===== src/rtl/uart_rx_frame_if.sv =====
// Receive-side bundle: serial line in, recovered byte and status strobes out.
interface uart_rx_frame_if;
   logic       rx;
   logic [7:0] data_out;
   logic       data_valid;
   logic       frame_err;
   logic       parity_err;
   logic       busy;

   modport master (
      input  rx,
      output data_out, data_valid, frame_err, parity_err, busy
   );

   modport slave (
      output rx,
      input  data_out, data_valid, frame_err, parity_err, busy
   );
endinterface


===== src/rtl/uart_rx_frame.sv =====
// UART receiver: start, 8 data bits LSB first, optional even parity (UART_RX_PARITY_EN), one stop.
// Strobes are registered one cycle after the stop sample; no backpressure, the consumer must take each pulse.
module uart_rx_frame #(
   parameter int CLKS_PER_BIT = 434
) (
   input  logic             clk,
   input  logic             reset,
   uart_rx_frame_if.master  bus_if
);

   localparam int CNT_W = $clog2(CLKS_PER_BIT);
   localparam int HALF  = CLKS_PER_BIT / 2;
   localparam logic [CNT_W-1:0] HALF_M1 = CNT_W'(HALF - 1);
   localparam logic [CNT_W-1:0] FULL_M1 = CNT_W'(CLKS_PER_BIT - 1);

   typedef enum logic [2:0] {
      S_IDLE,
      S_START,
      S_DATA,
`ifdef UART_RX_PARITY_EN
      S_PARITY,
`endif
      S_STOP
   } state_t;

   state_t           state_q, state_d;
   logic             sync1_q, rx_s_q, rx_prev_q;
   logic [1:0]       warm_q;
   logic [CNT_W-1:0] cnt_q, cnt_d;
   logic [2:0]       idx_q, idx_d;
   logic [7:0]       shift_q, shift_d;
   logic [7:0]       dout_q, dout_d;
   logic             dv_q, dv_d;
   logic             fe_q, fe_d;
`ifdef UART_RX_PARITY_EN
   logic             pe_q, pe_d;
   logic             perr_q, perr_d;
`endif

   always_ff @(posedge clk) begin
      if (reset) begin
         sync1_q   <= 1'b1;
         rx_s_q    <= 1'b1;
         rx_prev_q <= 1'b1;
         warm_q    <= 2'd0;
         state_q   <= S_IDLE;
         cnt_q     <= '0;
         idx_q     <= 3'd0;
         shift_q   <= 8'hFF;
         dout_q    <= 8'hFF;
         dv_q      <= 1'b0;
         fe_q      <= 1'b0;
`ifdef UART_RX_PARITY_EN
         pe_q      <= 1'b0;
         perr_q    <= 1'b0;
`endif
      end else begin
         sync1_q   <= bus_if.rx;
         rx_s_q    <= sync1_q;
         rx_prev_q <= rx_s_q;
         // The synchronizer's reset-time 1s are not a real line level; wait until rx_prev reflects the pin.
         if (warm_q != 2'd3) warm_q <= warm_q + 2'd1;
         state_q   <= state_d;
         cnt_q     <= cnt_d;
         idx_q     <= idx_d;
         shift_q   <= shift_d;
         dout_q    <= dout_d;
         dv_q      <= dv_d;
         fe_q      <= fe_d;
`ifdef UART_RX_PARITY_EN
         pe_q      <= pe_d;
         perr_q    <= perr_d;
`endif
      end
   end

   always_comb begin
      state_d = state_q;
      cnt_d   = cnt_q + CNT_W'(1);
      idx_d   = idx_q;
      shift_d = shift_q;
      dout_d  = dout_q;
      dv_d    = 1'b0;
      fe_d    = 1'b0;
`ifdef UART_RX_PARITY_EN
      pe_d    = 1'b0;
      perr_d  = perr_q;
`endif
      case (state_q)
         S_IDLE: begin
            cnt_d = '0;
            if (warm_q == 2'd3 && rx_prev_q && !rx_s_q) state_d = S_START;
         end
         S_START: begin
            if (cnt_q == HALF_M1) begin
               cnt_d   = '0;
               idx_d   = 3'd0;
               state_d = rx_s_q ? S_IDLE : S_DATA;
            end
         end
         S_DATA: begin
            if (cnt_q == FULL_M1) begin
               cnt_d   = '0;
               shift_d = {rx_s_q, shift_q[7:1]};
               idx_d   = idx_q + 3'd1;
               if (idx_q == 3'd7) begin
`ifdef UART_RX_PARITY_EN
                  state_d = S_PARITY;
`else
                  state_d = S_STOP;
`endif
               end
            end
         end
`ifdef UART_RX_PARITY_EN
         S_PARITY: begin
            if (cnt_q == FULL_M1) begin
               cnt_d   = '0;
               perr_d  = rx_s_q ^ (^shift_q);
               state_d = S_STOP;
            end
         end
`endif
         S_STOP: begin
            // Leave mid-stop-bit so a start edge right at the end of the stop bit is caught.
            if (cnt_q == FULL_M1) begin
               cnt_d   = '0;
               state_d = S_IDLE;
               fe_d    = !rx_s_q;
`ifdef UART_RX_PARITY_EN
               pe_d    = perr_q;
               if (rx_s_q && !perr_q) begin
`else
               if (rx_s_q) begin
`endif
                  dout_d = shift_q;
                  dv_d   = 1'b1;
               end
            end
         end
         default: state_d = S_IDLE;
      endcase
   end

   assign bus_if.data_out   = dout_q;
   assign bus_if.data_valid = dv_q;
   assign bus_if.frame_err  = fe_q;
`ifdef UART_RX_PARITY_EN
   assign bus_if.parity_err = pe_q;
`else
   assign bus_if.parity_err = 1'b0;
`endif
   assign bus_if.busy       = (state_q != S_IDLE);

endmodule

===== src/flat_wrapper.sv =====
// flat-port wrapper written by rule: the top's interface ports become plain ports
module uart_rx_frame_flat 
#(
   parameter int CLKS_PER_BIT = 434
)
  (clk, reset, bus_if_rx, bus_if_data_out, bus_if_data_valid, bus_if_frame_err, bus_if_parity_err, bus_if_busy);
  uart_rx_frame_if bus_if_i ();
  input  logic clk;
  input  logic reset;
  input wire logic [$bits(bus_if_i.rx)-1:0] bus_if_rx;
  output wire logic [$bits(bus_if_i.data_out)-1:0] bus_if_data_out;
  output wire logic [$bits(bus_if_i.data_valid)-1:0] bus_if_data_valid;
  output wire logic [$bits(bus_if_i.frame_err)-1:0] bus_if_frame_err;
  output wire logic [$bits(bus_if_i.parity_err)-1:0] bus_if_parity_err;
  output wire logic [$bits(bus_if_i.busy)-1:0] bus_if_busy;
  assign bus_if_i.rx = bus_if_rx;
  assign bus_if_data_out = bus_if_i.data_out;
  assign bus_if_data_valid = bus_if_i.data_valid;
  assign bus_if_frame_err = bus_if_i.frame_err;
  assign bus_if_parity_err = bus_if_i.parity_err;
  assign bus_if_busy = bus_if_i.busy;
  uart_rx_frame #(.CLKS_PER_BIT(CLKS_PER_BIT)) u_core (.clk(clk), .reset(reset), .bus_if(bus_if_i));
endmodule

===== config.mk =====
export PLATFORM = sky130hd
export DESIGN_NAME = uart_rx_frame_flat
export DESIGN_NICKNAME = d
export VERILOG_FILES = /design/src/rtl/uart_rx_frame_if.sv /design/src/rtl/uart_rx_frame.sv /design/src/flat_wrapper.sv
export SDC_FILE = /design/constraint.sdc
export NUM_CORES = 1
export LEC_CHECK = 0
export ABC_AREA = 1
export BUFFER_PORTS_ARGS = -buffer_cell sky130_fd_sc_hd__buf_2
export CAP_MARGIN = 0
export CORE_ASPECT_RATIO = 1.4
export CORE_MARGIN = 2
export CORE_UTILIZATION = 60
export CTS_BUF_LIST = sky130_fd_sc_hd__clkbuf_4 sky130_fd_sc_hd__clkbuf_8 sky130_fd_sc_hd__clkbuf_16
export DETAILED_ROUTE_END_ITERATION = 6
export PLACE_DENSITY = 0.81
export SYNTH_ARGS = -nofsm -noshare
export SYNTH_HDL_FRONTEND = slang
export SYNTH_SLANG_ARGS = --single-unit

===== constraint.sdc =====
create_clock -name clk -period 2.65 [get_ports clk]
set_clock_uncertainty 0.05 [all_clocks]
set_input_delay 0.3975 -clock clk [delete_from_list [all_inputs] [get_ports clk]]
set_output_delay 0.3975 -clock clk [all_outputs]
set_load 0.05 [all_outputs]

; ---- Word level (Yosys, flattened, before mapping)
; Cells that the tools add are included.
[op_classes]
add_sub_neg = 3
n_eq_ne = 13
mux = 14
bitwise_logic = 2
n_reduce_logical = 12
[ops]
columns = operator, count
row1 = one-hot mux 9 bit (3 select lines), 1
row2 = 2-to-1 mux 3 bit, 7
row3 = 2-to-1 mux 9 bit, 2
row4 = one-hot mux 3 bit (4 select lines), 1
row5 = != test 2 x 1 -> 1 bit (second input constant), 5
row6 = adder 9 x 1 -> 9 bit (second input constant), 1
row7 = == test 9 x 8 -> 1 bit (second input constant), 1
row8 = == test 9 bit (second input constant), 1
row9 = == test 3 x 2 -> 1 bit (second input constant), 2
row10 = one-hot mux 3 bit (2 select lines), 1
row11 = AND reduction 3 bit, 2
row12 = AND reduction 5 bit, 1
row13 = adder 3 x 1 -> 3 bit (second input constant), 1
row14 = == test 3 x 1 -> 1 bit (second input constant), 1
row15 = == test 3 bit (second input constant), 1
row16 = zero test 3 bit, 1
row17 = nonzero test 3 bit, 1
row18 = OR reduction 3 bit, 1
row19 = adder 2 x 1 -> 2 bit (second input constant), 1
row20 = == test 2 bit (second input constant), 1
row21 = logical AND 1 bit, 2
row22 = 2-to-1 mux 2 bit, 1
row23 = != test 2 bit (second input constant), 1
row24 = inverter 1 bit, 2
row25 = other kinds (5), 5
[word_totals]
reg_bits = 38
inputBits = 3
output_inout_bits = 12

; ---- Logic depth before layout (Yosys ltp)
; Gate-level depths: netlist of the first run.
[depth]
word_depth = 5
ltp_mapped = 10

; ---- Least setup slack after synthesis of the first run
; No wires, ideal clock.
[synth_timing]
path_kind = reg-to-reg
from = register u_core.cnt_q[0]
to = register u_core.dout_q[0], in the netlist u_core.bus_if.data_out[0]
arrival_ns = 1.212
required_time_ns = 2.470
path_slack_ns = 1.258
stages_incl_launch_ff = 9
synth_period_minus_slack_ns = 1.392
cell_sequence = dfxtp_1 -> ha_1 -> nand2_1 -> nor2_1 -> nand2_1 -> nor2_2 -> nand3_2 -> nand2_1 -> nand3_1
[synth_via]
elab_chain_len = 2
[synth_rtl]
columns = item, line
row1 = "start, declared", uart_rx_frame.sv:29  ; logic [CNT_W-1:0] cnt_q, cnt_d;
row2 = "start signal, assigned", uart_rx_frame.sv:64  ; cnt_q <= cnt_d;
row3 = == test 9 bit, uart_rx_frame.sv:126  ; if (cnt_q == FULL_M1) begin
row4 = AND reduction 3 bit (no source line), n/a
row5 = "end signal, assigned", uart_rx_frame.sv:67  ; dout_q <= dout_d;
row6 = "end, declared", uart_rx_frame.sv:32  ; logic [7:0] dout_q, dout_d;
; No other way between the ends.
; A chain may end at the register's enable or synchronous reset.

; ---- Worst setup path after layout of the first run
[layout_timing]
from = register u_core.cnt_q[0]
to = register u_core.idx_q[2]
[layout_via]
elab_chain_len = 3
word_cells_on_any_way = 5
cone_classes = eq/ne: 4 / reduce/logical: 1
[layout_rtl]
columns = item, line
row1 = == test 9 bit / == test 9 x 8 -> 1 bit (equally long branches), "uart_rx_frame.sv:102, uart_rx_frame.sv:95"
row2 = != test 2 x 1 -> 1 bit (no source line), n/a
row3 = AND reduction 3 bit (no source line) *, n/a
row4 = "end signal, assigned", uart_rx_frame.sv:65  ; idx_q <= idx_d;
row5 = "end, declared", uart_rx_frame.sv:30  ; logic [2:0] idx_q, idx_d;
; Every way passes the cells marked *; elsewhere a longest branch is shown, timed or not.

==> results by group, run 1 <==
GRT
  • Total track usage: 23.7%
  • Vias in the first global route: 1,258
  • First-pass GRT wire length: 5.07 mm
  • Largest net degree at the start of global routing: 22
  • Grt ovf: 0
  • Initial antenna violation count: 0

Pwr
  • Maximum vdd drop: 0.530 mV
  • Leakage: 0.000770 uW
  • Pwr dens: 683 nW/um^2

Min path
  • Worst hold endpoint: u_core.sync1_q$_SDFF_PP1_
  • Min-delay src: bus_if_rx
  • Worst Hold Path Cells: 2
  • Hold/Removal Path Class: input pin to flip-flop

Logic synthesis
  • Yosys synthesis warning count: 0
  • Post-synthesis mux area share: 0%
  • Synth Net Count: 206
  • Largest family of logic cells by synthesized area: simple AND/OR/NAND/NOR gates
  • Post-synthesis cell area: 1530 sq um
  • Synth Area in Adders: 4.91%
  • Mean area per synthesized cell: 7.76 sq um
  • Yosys cell types: 23
  • Post-synthesis compound-gate area fraction: 2.78%
  • Fraction of the mapped netlist area in simple logic gates: 34.4%
  • Synth Register Bits: 37
  • Post-synthesis xor/xnor area fraction: 3.44%
  • Sequential fraction of the synthesis area: 48.4%
  • Gate Count Post-Synth: 197

STA
  • Max Clock Freq: 0.586 GHz
  • Crit share post-route: 64.4%
  • Setup violators final: 0
  • RSZ-0062 raised after global routing: false
  • Fin. max-slew vios: 0
  • Relative max-transition margin: 57.2%
  • Setup WS post-layout: 0.943 ns
  • Final hold violation count: 0
  • Fin crit period: 1.71 ns
  • Final setup TNS: 0 ns
  • Worst-Margin Slew: 0.641 ns

Floorplanning
  • I/O pin total: 15
  • Cell Rows: 21
  • Die width: 46.7 microns
  • Initial Util: 63.3%
  • Core area: 2420 sq um
  • Die Y: 63.7 microns
  • Die Area: 2970 sq um

CTS
  • CTS root buf: clkbuf_4
  • Bufs on Longest Clock Path: 2
  • CTS sink count: 37
  • Clock Latency Late Sink: 0.35 ns
  • CTS resizes: 0
  • CTS tree: yes
  • Post-CTS Setup Bufs: 0
  • Clock Pin Slew Worst Setup and Hold Paths: 0.11 ns
  • H-tree depth: 2
  • Hold-fix buffers, CTS: 0
  • CTS Buf Count: 5

Setup path
  • Worst setup EP type: flip-flop
  • Critical path class: flip-flop to flip-flop
  • R2R Setup Slk: 0.94 ns
  • RR Startpoint: u_core.cnt_q[0]$_SDFF_PP0_
  • R2r endpoint: u_core.idx_q[2]$_SDFFE_PP0P_
  • Crit start category: flip-flop
  • Crit-path max FO: 13
  • Crit path DAT: 1.91 ns
  • Cells on worst reg2reg path: 8
  • Critical Path RT: 2.85 ns

Outcome
  • Status: completed

Routing
  • Routed Antenna Nets: 0
  • Post-DR wirelength/cell: 11.6 microns
  • Initial DRC count: 23
  • # DRC: 0
  • DRT Pass-1 Iters: 4
  • Avg Vias per Cell: 4.97
  • Total number of vias: 1,232
  • Drt total wl: 2.87 mm

Place
  • Pre-CTS WS: 0.948 ns
  • GP Congestion: 0.805
  • IO Port Bufs: 13
  • Dpl cells: 240
  • Post-DP HPWL: 2.23 mm

Final layout
  • P&R area growth vs syn: 9.90%
  • Share of layout cells above drive strength 1: 15.9%
  • Diodes inserted: 0
  • Nets@finish: 222
  • Cell Count, Final, Fillers Out: 248

Job
  • Max Cap Viol: 0
[through the flow]
step / hold WS (ns) / power [uW] / utilization [%] / cell area, sq um
final: 0.175 / 1150 / 69.5 / 1680
after global routing: 0.190 / 1220 / 69.5 / 1680
after CTS: 0.170 / 1160 / 69.5 / 1680
after detailed placement: 0.376 / 847 / 66.8 / 1620
after global placement: 0.347 / 831 / 66.8 / 1620
after floorplan: 0.339 / 793 / - / 1530
[per-layer routing]
metal	part of all wire (%)	global-route usage, %	routed length (microns)	vias to the layer above
met3	2.3	5.65	67	5
met1	40	23.7	1140	556
met4	2.2	13.5	63	0
met2	56	41.8	1600	12
li1	-	-	-	659
met5	0	0	0	-
[worst max path at each step]
stage	startpoint	to	cells past startpoint
6_report	u_core.cnt_q[0]$_SDFF_PP0_	u_core.idx_q[2]$_SDFFE_PP0P_	8
5_1_grt	u_core.cnt_q[0]$_SDFF_PP0_	u_core.idx_q[2]$_SDFFE_PP0P_	8
4_1_cts	u_core.state_q[0]$_SDFFE_PP0P_	bus_if_busy	3
3_5_place_dp	u_core.cnt_q[0]$_SDFF_PP0_	u_core.idx_q[2]$_SDFFE_PP0P_	8
3_3_place_gp	u_core.cnt_q[0]$_SDFF_PP0_	u_core.idx_q[2]$_SDFFE_PP0P_	8
2_1_floorplan	u_core.cnt_q[0]$_SDFF_PP0_	u_core.bus_if.data_out[0]$_SDFFE_PP1P_	8
[layout by cell type (no fill, tap or decap), types with 2 or more instances in the layout]
cell	netlist	routed
nand3_2	2	2
nand3_1	24	24
xor2_1	4	4
nand4_1	3	3
nand2_2	2	2
buf_2	2	13
nor2_2	4	4
or2_2	2	2
dfxtp_1	37	37
nand2_1	54	54
nor3_1	4	4
a21oi_1	4	4
inv_1	17	17
xnor2_1	2	2
clkbuf_4	0	5
o21ai_0	2	2
ha_1	6	6
nor2_1	22	22
[report_power, final]
group	switching, uW	internal, uW
Combinational	154	62.7
Clock	185	129
Sequential	33.0	584
Total	372	776
[kinds of logic after synthesis]
kind of cell / after synthesis
fa+ha+maj: 6
xor+xnor: 6
buf+inv: 22
simple gates: 118
flops: 37
compound gates: 7
other cells: 1
[critical path, cell delays in order (launching register included)]
cell and delay [ns]:
dfxtp_1 0.42, ha_1 0.18, nand2_1 0.05, nor2_1 0.21, nand3_2 0.28, nand2_1 0.22
nand2_1 0.06, o21ai_0 0.07, nor2_1 0.07
[Yosys cell counts]
| master | n | area, sq um |
|---|---|---|
| or2_2 | 2 | 12.5 |
| nand2_2 | 2 | 12.5 |
| nor2_4 | 1 | 11.3 |
| o21ai_0 | 2 | 10.0 |
| buf_4 | 1 | 7.51 |
| nor2_2 | 4 | 25.0 |
| clkbuf_1 | 1 | 3.75 |
| inv_1 | 17 | 63.8 |
| inv_2 | 1 | 3.75 |
| xor2_1 | 4 | 35.0 |
| nand3_2 | 2 | 20.0 |
| nor2_1 | 22 | 82.6 |
| xnor2_1 | 2 | 17.5 |
| nand3_1 | 24 | 120 |
| dfxtp_1 | 37 | 741 |
| nand2_1 | 54 | 203 |
| ha_1 | 6 | 75.1 |
| a21oi_1 | 4 | 20.0 |
| nand4_1 | 3 | 18.8 |
| conb_1 | 1 | 3.75 |
| nor3_1 | 4 | 20.0 |
| buf_2 | 2 | 10.0 |
| o211ai_2 | 1 | 12.5 |
[sequential cells by signal, indices dropped and copies added, names as in the netlist]
register / cells
u_core.bus_if.data_out: 8
u_core.bus_if.data_valid: 1
u_core.bus_if.frame_err: 1
u_core.cnt_q: 9
u_core.idx_q: 3
u_core.rx_prev_q: 1
u_core.rx_s_q: 1
u_core.shift_q: 8
u_core.state_q: 2
u_core.sync1_q: 1
u_core.warm_q: 2
[area by class of cell]
| cell class | instances | area, sq um |
|---|---|---|
| multi-input combinational | 138 | 699 |
| tap | 34 | 42.5 |
| clock buffer | 6 | 51.3 |
| sequential | 37 | 741 |
| timing repair buffer | 13 | 65.1 |
| inverter | 18 | 67.6 |
| fill | 212 | 737 |
| clock inverter | 2 | 13.8 |
Note: power is estimated with default switching activity, not from simulation.
==> run 2, diff against run 1 <==
--- a/config.mk
+++ b/config.mk
@@ -10,10 +10,10 @@
 export CAP_MARGIN = 0
 export CORE_ASPECT_RATIO = 1.4
 export CORE_MARGIN = 2
-export CORE_UTILIZATION = 60
+export CORE_UTILIZATION = 57
 export CTS_BUF_LIST = sky130_fd_sc_hd__clkbuf_4 sky130_fd_sc_hd__clkbuf_8 sky130_fd_sc_hd__clkbuf_16
 export DETAILED_ROUTE_END_ITERATION = 6
-export PLACE_DENSITY = 0.81
+export PLACE_DENSITY = 0.77
 export SYNTH_ARGS = -nofsm -noshare
 export SYNTH_HDL_FRONTEND = slang
 export SYNTH_SLANG_ARGS = --single-unit
==> constraint.sdc (replaced) <==
create_clock -name clk -period 1.72 [get_ports clk]
set_clock_uncertainty 0.05 [all_clocks]
set_input_delay 0.258 -clock clk [delete_from_list [all_inputs] [get_ports clk]]
set_output_delay 0.258 -clock clk [all_outputs]
set_load 0.05 [all_outputs]
==> run 2 against run 1 <==
Against the previous run: sequential power is 53% higher; first-iteration DRC count is 22% higher; critical path depth is 5 lower; count of clock-buffer cells in the layout is 1 higher; combinational power is 67% higher; largest cell class unchanged; design area is 3.0% higher; largest power group unchanged; register-to-register slack worse by 0.78 ns; hold slack worse by 0.12 ns.
==> results by group, run 2 (synthesis gave the netlist of run 1 again) <==
CTS
  • CTS root buf: clkbuf_4 (unchanged)
  • CTS sink count: 37 (unchanged)
  • Bufs on Longest Clock Path: 2 (unchanged)
  • Clock Latency Late Sink: 0.34 ns (was 0.35 ns)
  • Hold-fix buffers, CTS: 0 (unchanged)
  • H-tree depth: 2 (unchanged)
  • CTS resizes: 0 (unchanged)
  • CTS Buf Count: 5 (unchanged)
  • Post-CTS Setup Bufs: 0 (unchanged)
  • CTS tree: yes (unchanged)
  • Clock Pin Slew Worst Setup and Hold Paths: 0.11 ns (about the same)

Final layout
  • Final Util: 66.9% (was 69.5%)
  • Cell Count, Final, Fillers Out: 253 (was 248)
  • Largest register FFs: 9 (unchanged)
  • Most flops, register: u_core.cnt_q (unchanged)
  • # fillers: 242 (was 212)
  • Commonest non-fill, non-tap cell in the layout: nand2_1 (unchanged)
  • Most frequent cells in the layout: nand2_1 (53), dfxtp_1 (37), nand3_1 (24) (was nand2_1 (54), dfxtp_1 (37), nand3_1 (24))
  • Share of layout cells above drive strength 1: 18.0% (was 15.9%)
  • Final Cell Area: 1730 sq um (was 1680 sq um)
  • P&R area growth vs syn: 13.2% (was 9.90%)
  • Diodes inserted: 0 (unchanged)
  • Nets@finish: 225 (was 222)

Routing
  • Total number of vias: 1,283 (was 1,232)
  • Routed met3 length: 73 microns (was 67 microns)
  • Post-DR wirelength/cell: 11.7 microns (was 11.6 microns)
  • Routed Antenna Nets: 0 (unchanged)
  • Initial DRC count: 28 (was 23)
  • Met1 Wirelength: 1.09 mm (was 1.14 mm)
  • DR top layer: met4 (unchanged)
  • Avg Vias per Cell: 5.07 (was 4.97)
  • Met2 wire len: 1.76 mm (was 1.60 mm)
  • Drt total wl: 2.97 mm (was 2.87 mm)
  • # DRC: 0 (unchanged)
  • DRT Pass-1 Iters: 4 (unchanged)

Setup path
  • Cells on worst reg2reg path: 9 (was 8)
  • Critical Path RT: 1.41 ns (was 2.85 ns)
  • Crit path DAT: 1.27 ns (was 1.91 ns)
  • Worst setup EP type: output port (was flip-flop)
  • Crit-path max FO: 6 (was 13)
  • Slowest stage delay, CP: 0.53 ns (was 0.42 ns)
  • R2R Setup Slk: 0.16 ns (was 0.94 ns)
  • Critical path class: flip-flop to output port (was flip-flop to flip-flop)
  • Crit start category: flip-flop (unchanged)
  • Slowest cell on the critical path: dfxtp_1 (unchanged)
  • Critical Path, Cell by Cell: nor2_1 -> inv_1 -> buf_2 (was ha_1 -> nand2_1 -> nor2_1 -> nand3_2 -> nand2_1 -> nand2_1 -> o21ai_0 -> nor2_1)
  • R2r endpoint: u_core.bus_if.data_out[6]$_SDFFE_PP1P_ (was u_core.idx_q[2]$_SDFFE_PP0P_)
  • RR Startpoint: u_core.cnt_q[1]$_SDFF_PP0_ (was u_core.cnt_q[0]$_SDFF_PP0_)

Place
  • Pre-CTS WS: 0.0480 ns (was 0.948 ns)
  • IO Port Bufs: 13 (unchanged)
  • GP Congestion: 0.768 (was 0.805)
  • Dpl cells: 245 (was 240)
  • Placed cell areas: 1640 sq um (was 1620 sq um)
  • Post-DP HPWL: 2.31 mm (was 2.23 mm)

GRT
  • Vias in the first global route: 1,264 (was 1,258)
  • Initial antenna violation count: 0 (unchanged)
  • Grt ovf: 0 (unchanged)
  • Largest net degree at the start of global routing: 14 (was 22)
  • First-pass GRT wire length: 4.88 mm (was 5.07 mm)
  • Total track usage: 22.3% (was 23.7%)

STA
  • RSZ-0062 raised after global routing: false (unchanged)
  • Setup violators final: 0 (unchanged)
  • Setup WS post-layout: 0.143 ns (was 0.943 ns)
  • Final setup TNS: 0 ns (unchanged)
  • Fin crit period: 1.58 ns
  • Max Clock Freq: 0.634 GHz
  • Final hold violation count: 0 (unchanged)
  • Fin. max-slew vios: 0 (unchanged)
  • Crit share post-route: 91.7%

Min path
  • Hold/Removal Path Class: input pin to flip-flop (unchanged)
  • Worst hold endpoint: u_core.sync1_q$_SDFF_PP1_ (unchanged)
  • Min-delay src: bus_if_rx (unchanged)
  • Worst Hold Path Cells: 2 (unchanged)

Job
  • Max Cap Viol: 0 (unchanged)

Floorplanning
  • Die width: 47.8 microns (was 46.7 microns)
  • Cell Rows: 22 (was 21)
  • Die Y: 65.3 microns (was 63.7 microns)
  • I/O pin total: 15 (unchanged)
  • Die Area: 3120 sq um (was 2970 sq um)
  • Core area: 2590 sq um (was 2420 sq um)
  • Initial Util: 59.1% (was 63.3%)

Outcome
  • Status: completed (unchanged)

Pwr
  • Leakage: 0.000787 uW (was 0.000770 uW)
  • Pwr dens: 1050 nW/um^2 (was 683 nW/um^2)
  • Maximum vdd drop: 0.635 mV (was 0.530 mV)
==> run 2: where the power goes <==
group	internal, uW	switching [uW]	total, uW
clock network	237	273	510
registers	899	47.1	947
logic	108	252	361
total	1240	573	1820
==> run 2: how the worst max path moves through the flow <==
stage	slack [ns]	endpoint	depth (start not counted)	startpoint
floorplan	0.33	u_core.bus_if.data_out[0]$_SDFFE_PP1P_	8	u_core.cnt_q[0]$_SDFF_PP0_
global placement	0.18	u_core.idx_q[2]$_SDFFE_PP0P_	9	u_core.cnt_q[1]$_SDFF_PP0_
detailed placement	0.05	u_core.idx_q[2]$_SDFFE_PP0P_	9	u_core.cnt_q[1]$_SDFF_PP0_
CTS	0.03	u_core.idx_q[2]$_SDFFE_PP0P_	9	u_core.cnt_q[1]$_SDFF_PP0_
global route	0.007	u_core.idx_q[2]$_SDFFE_PP0P_	10	u_core.cnt_q[0]$_SDFF_PP0_
finish	0.14	bus_if_busy	3	u_core.state_q[0]$_SDFFE_PP0P_
==> run 2: layout make-up <==
| type | instances | area (sq um) | share of cell area (%) |
|---|---|---|---|
| Sequential cell | 37 | 741 | 42.8 |
| Multi-Input combinational cell | 138 | 719 | 41.6 |
| Timing Repair Buffer | 16 | 87.6 | 5.06 |
| Inverter | 18 | 67.6 | 3.90 |
| Clock buffer | 7 | 65.1 | 3.76 |
| Tap cell | 36 | 45.0 | 2.60 |
| Clock inverter | 1 | 5.00 | 0.289 |
==> run 2: worst max-delay path: cells and delay by family, from the launching register on <==
family,cells,cell delay (ns)
DFF,1,0.53
and+or+nand+nor,1,0.09
buffers and inverters,2,0.31
==> run 2: stage by stage <==
stage / hold slack (ns) / power [uW]
5_1_grt: 0.0708 / 1920
3_5_place_dp: 0.368 / 1320
2_1_floorplan: 0.277 / 1220
6_report: 0.0592 / 1820
4_1_cts: 0.0559 / 1820
3_3_place_gp: 0.344 / 1290
==> run 2: routing by layer <==
layer	vias up	GRT usage, %
li1	655	-
met1	608	19.1
met2	13	42.7
met3	7	5.22
met4	0	11.5
met5	-	0
